## src/rtl/semafor_pkg.sv

```systemverilog
// Shared encodings for the traffic-light controller: mode words, phase states
// and the registered lamp vector.
package semafor_pkg;

  localparam logic [1:0] MODE_OFF    = 2'b00;
  localparam logic [1:0] MODE_NORMAL = 2'b01;
  localparam logic [1:0] MODE_NIGHT  = 2'b10;
  localparam logic [1:0] MODE_ALLRED = 2'b11;

  typedef enum logic [2:0] {
    S_RED    = 3'd0,
    S_RY     = 3'd1,
    S_GREEN  = 3'd2,
    S_GBLINK = 3'd3,
    S_YELLOW = 3'd4
  } phase_e;

  typedef struct packed {
    logic red;
    logic yellow;
    logic green;
  } lamps_t;

  localparam lamps_t LAMPS_DARK   = 3'b000;
  localparam lamps_t LAMPS_RED    = 3'b100;
  localparam lamps_t LAMPS_RY     = 3'b110;
  localparam lamps_t LAMPS_YELLOW = 3'b010;
  localparam lamps_t LAMPS_GREEN  = 3'b001;

  // One lamp pattern per (mode, phase); unknown phases fall back to red.
  function automatic lamps_t lamps_for(input logic [1:0] mode,
                                       input phase_e     st,
                                       input logic       blink);
    lamps_t l;
    l = LAMPS_DARK;
    case (mode)
      MODE_OFF:    l = LAMPS_DARK;
      MODE_NIGHT:  l = blink ? LAMPS_YELLOW : LAMPS_DARK;
      MODE_ALLRED: l = LAMPS_RED;
      default: begin
        case (st)
          S_RED:    l = LAMPS_RED;
          S_RY:     l = LAMPS_RY;
          S_GREEN:  l = LAMPS_GREEN;
          S_GBLINK: l = blink ? LAMPS_GREEN : LAMPS_DARK;
          S_YELLOW: l = LAMPS_YELLOW;
          default:  l = LAMPS_RED;
        endcase
      end
    endcase
    return l;
  endfunction

endpackage

```

## src/rtl/semafor_ctrl_mode_filter.sv

```systemverilog
// Stability filter for the incoming mode word: a new mode is accepted only
// after STABLE_CYCLES identical consecutive samples that differ from the current one.
module mode_filter
  import semafor_pkg::*;
#(
  parameter int STABLE_CYCLES = 16
) (
  input  logic       clk_i,
  input  logic       reset_i,
  input  logic [1:0] mode_i,
  output logic [1:0] mode_o,
  output logic       accept_o
);

  localparam int SW = (STABLE_CYCLES > 1) ? $clog2(STABLE_CYCLES) : 1;
  localparam logic [SW-1:0] STAB_MAX = SW'(STABLE_CYCLES - 1);

  logic [1:0]    cand_q, cand_d;
  logic [SW-1:0] stab_q, stab_d;
  logic [1:0]    mode_q, mode_d;
  logic          accept;

  // stab_cnt saturates so a long steady input never wraps into a false count.
  always_comb begin
    cand_d = mode_i;
    if (mode_i != cand_q) begin
      stab_d = '0;
    end else if (stab_q == STAB_MAX) begin
      stab_d = stab_q;
    end else begin
      stab_d = stab_q + 1'b1;
    end
    accept = (stab_d == STAB_MAX) && (mode_i != mode_q);
    mode_d = accept ? mode_i : mode_q;
  end

  always_ff @(posedge clk_i) begin
    if (reset_i) begin
      cand_q <= MODE_ALLRED;
      stab_q <= '0;
      mode_q <= MODE_ALLRED;
    end else begin
      cand_q <= cand_d;
      stab_q <= stab_d;
      mode_q <= mode_d;
    end
  end

  assign mode_o   = mode_q;
  assign accept_o = accept;

endmodule

```

## src/rtl/semafor_ctrl.sv

```systemverilog
// Traffic-light head controller: filtered mode select, timed NORMAL phase
// sequence, blink generator and registered lamp outputs.
//
// state    | meaning
// S_RED    | red steady, T_RED cycles
// S_RY     | red + yellow, T_RY cycles
// S_GREEN  | green steady, T_GREEN cycles
// S_GBLINK | green blinking, T_GBLINK cycles
// S_YELLOW | yellow steady, T_YELLOW cycles, then back to S_RED
module semafor_ctrl
  import semafor_pkg::*;
#(
  parameter int STABLE_CYCLES = 16,
  parameter int T_RED         = 500,
  parameter int T_RY          = 100,
  parameter int T_GREEN       = 500,
  parameter int T_GBLINK      = 160,
  parameter int T_YELLOW      = 100,
  parameter int BLINK_HALF    = 20,
  parameter int CNT_W         = 16
) (
  input  logic       rxclk,
  input  logic       reset,
  input  logic [1:0] mode_in,
  output logic       red,
  output logic       yellow,
  output logic       green,
  output logic [1:0] mode_q
);

  localparam logic [CNT_W-1:0] LD_RED    = CNT_W'(T_RED - 1);
  localparam logic [CNT_W-1:0] LD_RY     = CNT_W'(T_RY - 1);
  localparam logic [CNT_W-1:0] LD_GREEN  = CNT_W'(T_GREEN - 1);
  localparam logic [CNT_W-1:0] LD_GBLINK = CNT_W'(T_GBLINK - 1);
  localparam logic [CNT_W-1:0] LD_YELLOW = CNT_W'(T_YELLOW - 1);

  localparam int BW = (BLINK_HALF > 1) ? $clog2(BLINK_HALF) : 1;
  localparam logic [BW-1:0] BL_LD = BW'(BLINK_HALF - 1);

  logic             accept;
  logic [1:0]       mode_cur;

  phase_e           state_q, state_d;
  logic [CNT_W-1:0] cnt_q, cnt_d;
  logic [BW-1:0]    bcnt_q, bcnt_d;
  logic             blink_q, blink_d;
  lamps_t           lamps_q, lamps_d;

  phase_e           nxt_state;
  logic [CNT_W-1:0] nxt_load;
  logic             state_valid;
  logic             advance;
  logic             blink_restart;

  mode_filter #(
    .STABLE_CYCLES(STABLE_CYCLES)
  ) u_filter (
    .clk_i   (rxclk),
    .reset_i (reset),
    .mode_i  (mode_in),
    .mode_o  (mode_cur),
    .accept_o(accept)
  );

  // Successor phase and its counter preload.
  always_comb begin
    nxt_state   = S_RED;
    nxt_load    = LD_RED;
    state_valid = 1'b1;
    case (state_q)
      S_RED: begin
        nxt_state = S_RY;
        nxt_load  = LD_RY;
      end
      S_RY: begin
        nxt_state = S_GREEN;
        nxt_load  = LD_GREEN;
      end
      S_GREEN: begin
        nxt_state = S_GBLINK;
        nxt_load  = LD_GBLINK;
      end
      S_GBLINK: begin
        nxt_state = S_YELLOW;
        nxt_load  = LD_YELLOW;
      end
      S_YELLOW: begin
        nxt_state = S_RED;
        nxt_load  = LD_RED;
      end
      default: state_valid = 1'b0;
    endcase
  end

  // A mode acceptance takes priority over any phase expiry on the same edge;
  // the phase sequence is frozen whenever the accepted mode is not NORMAL.
  assign advance = (mode_cur == MODE_NORMAL) && !accept;

  always_comb begin
    state_d = state_q;
    cnt_d   = cnt_q;
    if (accept && (mode_in == MODE_NORMAL)) begin
      state_d = S_RED;
      cnt_d   = LD_RED;
    end else if (!state_valid) begin
      state_d = S_RED;
      cnt_d   = LD_RED;
    end else if (advance) begin
      if (cnt_q == '0) begin
        state_d = nxt_state;
        cnt_d   = nxt_load;
      end else begin
        cnt_d = cnt_q - 1'b1;
      end
    end
  end

  assign blink_restart = ((state_d == S_GBLINK) && (state_q != S_GBLINK)) ||
                         (accept && (mode_in == MODE_NIGHT));

  always_comb begin
    blink_d = blink_q;
    bcnt_d  = bcnt_q;
    if (blink_restart) begin
      blink_d = 1'b1;
      bcnt_d  = BL_LD;
    end else if (bcnt_q == '0) begin
      blink_d = ~blink_q;
      bcnt_d  = BL_LD;
    end else begin
      bcnt_d = bcnt_q - 1'b1;
    end
  end

  assign lamps_d = lamps_for(mode_cur, state_q, blink_q);

  always_ff @(posedge rxclk) begin
    if (reset) begin
      state_q <= S_RED;
      cnt_q   <= '0;
      bcnt_q  <= '0;
      blink_q <= 1'b0;
      lamps_q <= LAMPS_RED;
    end else begin
      state_q <= state_d;
      cnt_q   <= cnt_d;
      bcnt_q  <= bcnt_d;
      blink_q <= blink_d;
      lamps_q <= lamps_d;
    end
  end

  assign red    = lamps_q.red;
  assign yellow = lamps_q.yellow;
  assign green  = lamps_q.green;
  assign mode_q = mode_cur;

endmodule
```

## config.mk

```make
export PLATFORM = sky130hd
export DESIGN_NAME = semafor_ctrl
export DESIGN_NICKNAME = d
export VERILOG_FILES = /design/src/rtl/semafor_pkg.sv /design/src/rtl/semafor_ctrl_mode_filter.sv /design/src/rtl/semafor_ctrl.sv
export SDC_FILE = /design/constraint.sdc
export NUM_CORES = 1
export LEC_CHECK = 0
export CORE_MARGIN = 3
export CORE_UTILIZATION = 39
export DETAILED_ROUTE_END_ITERATION = 7
export PLACE_DENSITY = 0.65
export SKIP_LAST_GASP = 1
export SYNTH_ARGS = -nofsm -noshare
export SYNTH_HDL_FRONTEND = slang
export SYNTH_SLANG_ARGS = --single-unit
```

## constraint.sdc

```tcl
create_clock -name rxclk -period 2.8 [get_ports rxclk]
set_input_delay 0.84 -clock rxclk [delete_from_list [all_inputs] [get_ports rxclk]]
set_output_delay 0.84 -clock rxclk [all_outputs]
set_load 0.005 [all_outputs]
```

==> results of run 1 <==
## where the power goes
group | leakage [nW] | switching (mW) | internal [mW]
Sequential | 0.292 | 0.0245 | 0.546
Combinational | 0.442 | 0.0646 | 0.0662
Clock | 0.0455 | 0.176 | 0.201
## kinds of logic (layout without fill, tap and decap cells)
| group | Yosys count | count (layout) | synth area share |
|---|---|---|---|
| AO/OA/AOI/OAI | 62 | 62 | 0.215 |
| XOR/XNOR | 15 | 15 | 0.0686 |
| adder cells (fa/ha/maj) | 4 | 4 | 0.0261 |
| buffers and inverters | 22 | 40 | 0.0444 |
| flip-flops | 36 | 36 | 0.376 |
| multiplexers | 3 | 3 | 0.0157 |
| AND/OR/NAND/NOR | 85 | 85 | 0.254 |
## layout make-up
class / count / area [um^2] / area share
Clock buffer: 8 / 90.1 / 0.0405
Inverter: 10 / 37.5 / 0.0169
Multi-Input combinational cell: 169 / 1110 / 0.499
Sequential cell: 36 / 721 / 0.324
Tap cell: 65 / 81.3 / 0.0366
Timing Repair Buffer: 22 / 185 / 0.0832
## layer usage
layer / track usage / share of wire / vias to the layer above
met5: 0 / 0 / -
met4: 0.0543 / 0.010 / 0
met3: 0.0378 / 0.049 / 6
met2: 0.238 / 0.44 / 47
met1: 0.212 / 0.50 / 797
li1: - / - / 877
## per-stage QoR
stage	util	instances	power [mW]	setup WS [ns]	hold WS, ns
4_1_cts	0.490	310	1.09	0.220	0.477
2_1_floorplan	-	227	0.682	0.423	0.439
3_3_place_gp	0.470	302	0.707	0.0649	0.460
5_1_grt	0.491	310	1.14	0.0520	0.488
6_report	0.491	310	1.08	0.299	0.474
3_5_place_dp	0.470	302	0.713	0.0399	0.466
## final timing paths
check / to / cells past startpoint / slack [ns] / startpoint
setup / recovery: cnt_q[7] / 7 / 0.30 / cnt_q[0]
hold / removal: bcnt_q[0] / 1 / 0.47 / bcnt_q[0]
setup reg to reg: cnt_q[7] / 7 / 0.30 / cnt_q[0]
hold reg to reg: bcnt_q[0] / 1 / 0.47 / bcnt_q[0]
## flip-flops by register name (all words and copies together), names as in the netlist
signal	count
red	1
u_filter.stab_q	4
green	1
state_q	3
u_filter.mode_o	2
yellow	1
blink_q	1
bcnt_q	5
u_filter.cand_q	2
cnt_q	16
## cell usage in the layout (no fill, tap or decap), types with 6 or more instances in the layout
master and n:
dfxtp_1 36, inv_1 10, o21ai_0 14, nand2_1 11, xnor2_1 8, xor2_1 7, a31oi_1 6, clkbuf_8 6
buf_4 14, a21oi_1 14, nor3_1 10, nor2_1 19, clkdlybuf4s50_1 8
==> results.md, run 1 <==
- Post-synth top area share: 0.376
- Initial DRC Count: 81
- Top Family by Delay on Critical Path: simple AND/OR/NAND/NOR gates
- Synth area leaders: dfxtp_1 (38%), nor2_1 (3.7%), a21oi_1 (3.7%)
- Clock Skews: 0.00516 ns
- Initial cell density of the core: 0.422
- GR Util All Layers: 0.155
- Placer Congestion: 0.866
- Min Tclk post-route: 2.50 ns
- Routed vias/inst: 5.57
- Worst skew pair latency: roughly 0.28 ns
- Core area: 4530 um^2
- CTS Hold Bufs: 0
- First-pass GRT wire length: 7.56 mm
- TritonCTS clock tree: done
- Worst endpoint data arrival time: 2.63 ns
- Leakage: 0.779 nW
- H-tree depth: 2
- TNS Setup: 0 ns
- Ys flop type: dfxtp_1
- Async SR Flop Fraction: 0
- Slew margin rel.: 0.560
- Hold WC Path Type: reg -> reg
- Number of global-route vias before repair: 1660
- Routed Antenna Nets: 0
- Drt drc: 0
- CTS Root Cell: clkbuf_8
- Post-CTS Setup Repair Bufs: 0
- Cell type with the largest total area after synthesis: dfxtp_1
- Nets@finish: 252
- Post-route cell area: around 2200 um^2
- Final Cycle Share: 0.893
- Synth cell count leaders: dfxtp_1 (36), nor2_1 (19), a21oi_1 (14), o21ai_0 (14), nand2_1 (11)
- Largest net degree at the start of global routing: 18
- DRT Wirelength: 4.25 mm
- Die width: 76.1 um
- Share of cells above drive strength 1: 0.131
- I/O pin count: 9
- Worst-path maximum fanout: 5
- Post-synth EDFFs: 0
- CTS Sinks: 36
- Crit Path Class: reg -> reg
- Cell count after synthesis: 227
- Critical path buffer and inverter count: 1
- CTS buffer count: 5
- Worst-Margin Slew: 0.658 ns
- Fmax: 400 MHz
- # setup viols final: 0
- Max_cap viols: 0
- Die footprint: 5790 um^2
- Syn_nets: 235
- Post-synthesis cell type count: 47
- Sequential area share after synthesis: 0.376
- Status: completed
- Synth Warn #: 0
- Flops & latches, synth: 36
- CP required: 2.93 ns
- Via Count: 1727
- Initial DRT Pass Iterations: 4
- Filler Cell Count: between 400 and 500
- Die height: 76.1 um
- Post-cts resize count: 0
- Final Hold Fails: 0
- Max incr delay on CP: 0.59 ns
- Port Buffers: 8
- Power Density: 484 nW/um^2
- RSZ-0062 raised after global routing: false
- Top-count cell post-synth: dfxtp_1
- Post-detail-place hpwl: between 3 and 4 mm
- Clock tree buffer depth: 2
- Slowest-stage cell, CP: or4_1
- Worst-path clk slew: 0.07 ns
- Overflow after GRT: 0
- VDD IR max: 0.297 mV
- Initial antenna violation count: 0
- Row count: 24
- Placed Area: roughly 2100 um^2
- Startpoint class of the critical path: register
- Crit end category: register
- Crit-path cells: inv_1, ha_1, or3b_2, or4_1, or3_4, a211oi_2, a211oi_1
- Syn Area/Cell: around 8.4 um^2
- Area of the mapped netlist: 1910 um^2
- Max Slew Vio Count: 0
- Antenna cell count: 0
- P&R area growth vs syn: 16.2%
- Mean routed wirelength per cell: 13.7 um
No activity file was read; power rests on OpenSTA's default activity.
==> run 2: changes to the inputs <==
- SKIP_LAST_GASP: 1 -> unset
- TNS_END_PERCENT: unset -> 100
==> results of run 2 <==
The final DEF is identical to that of run 1; final timing and power are the same.
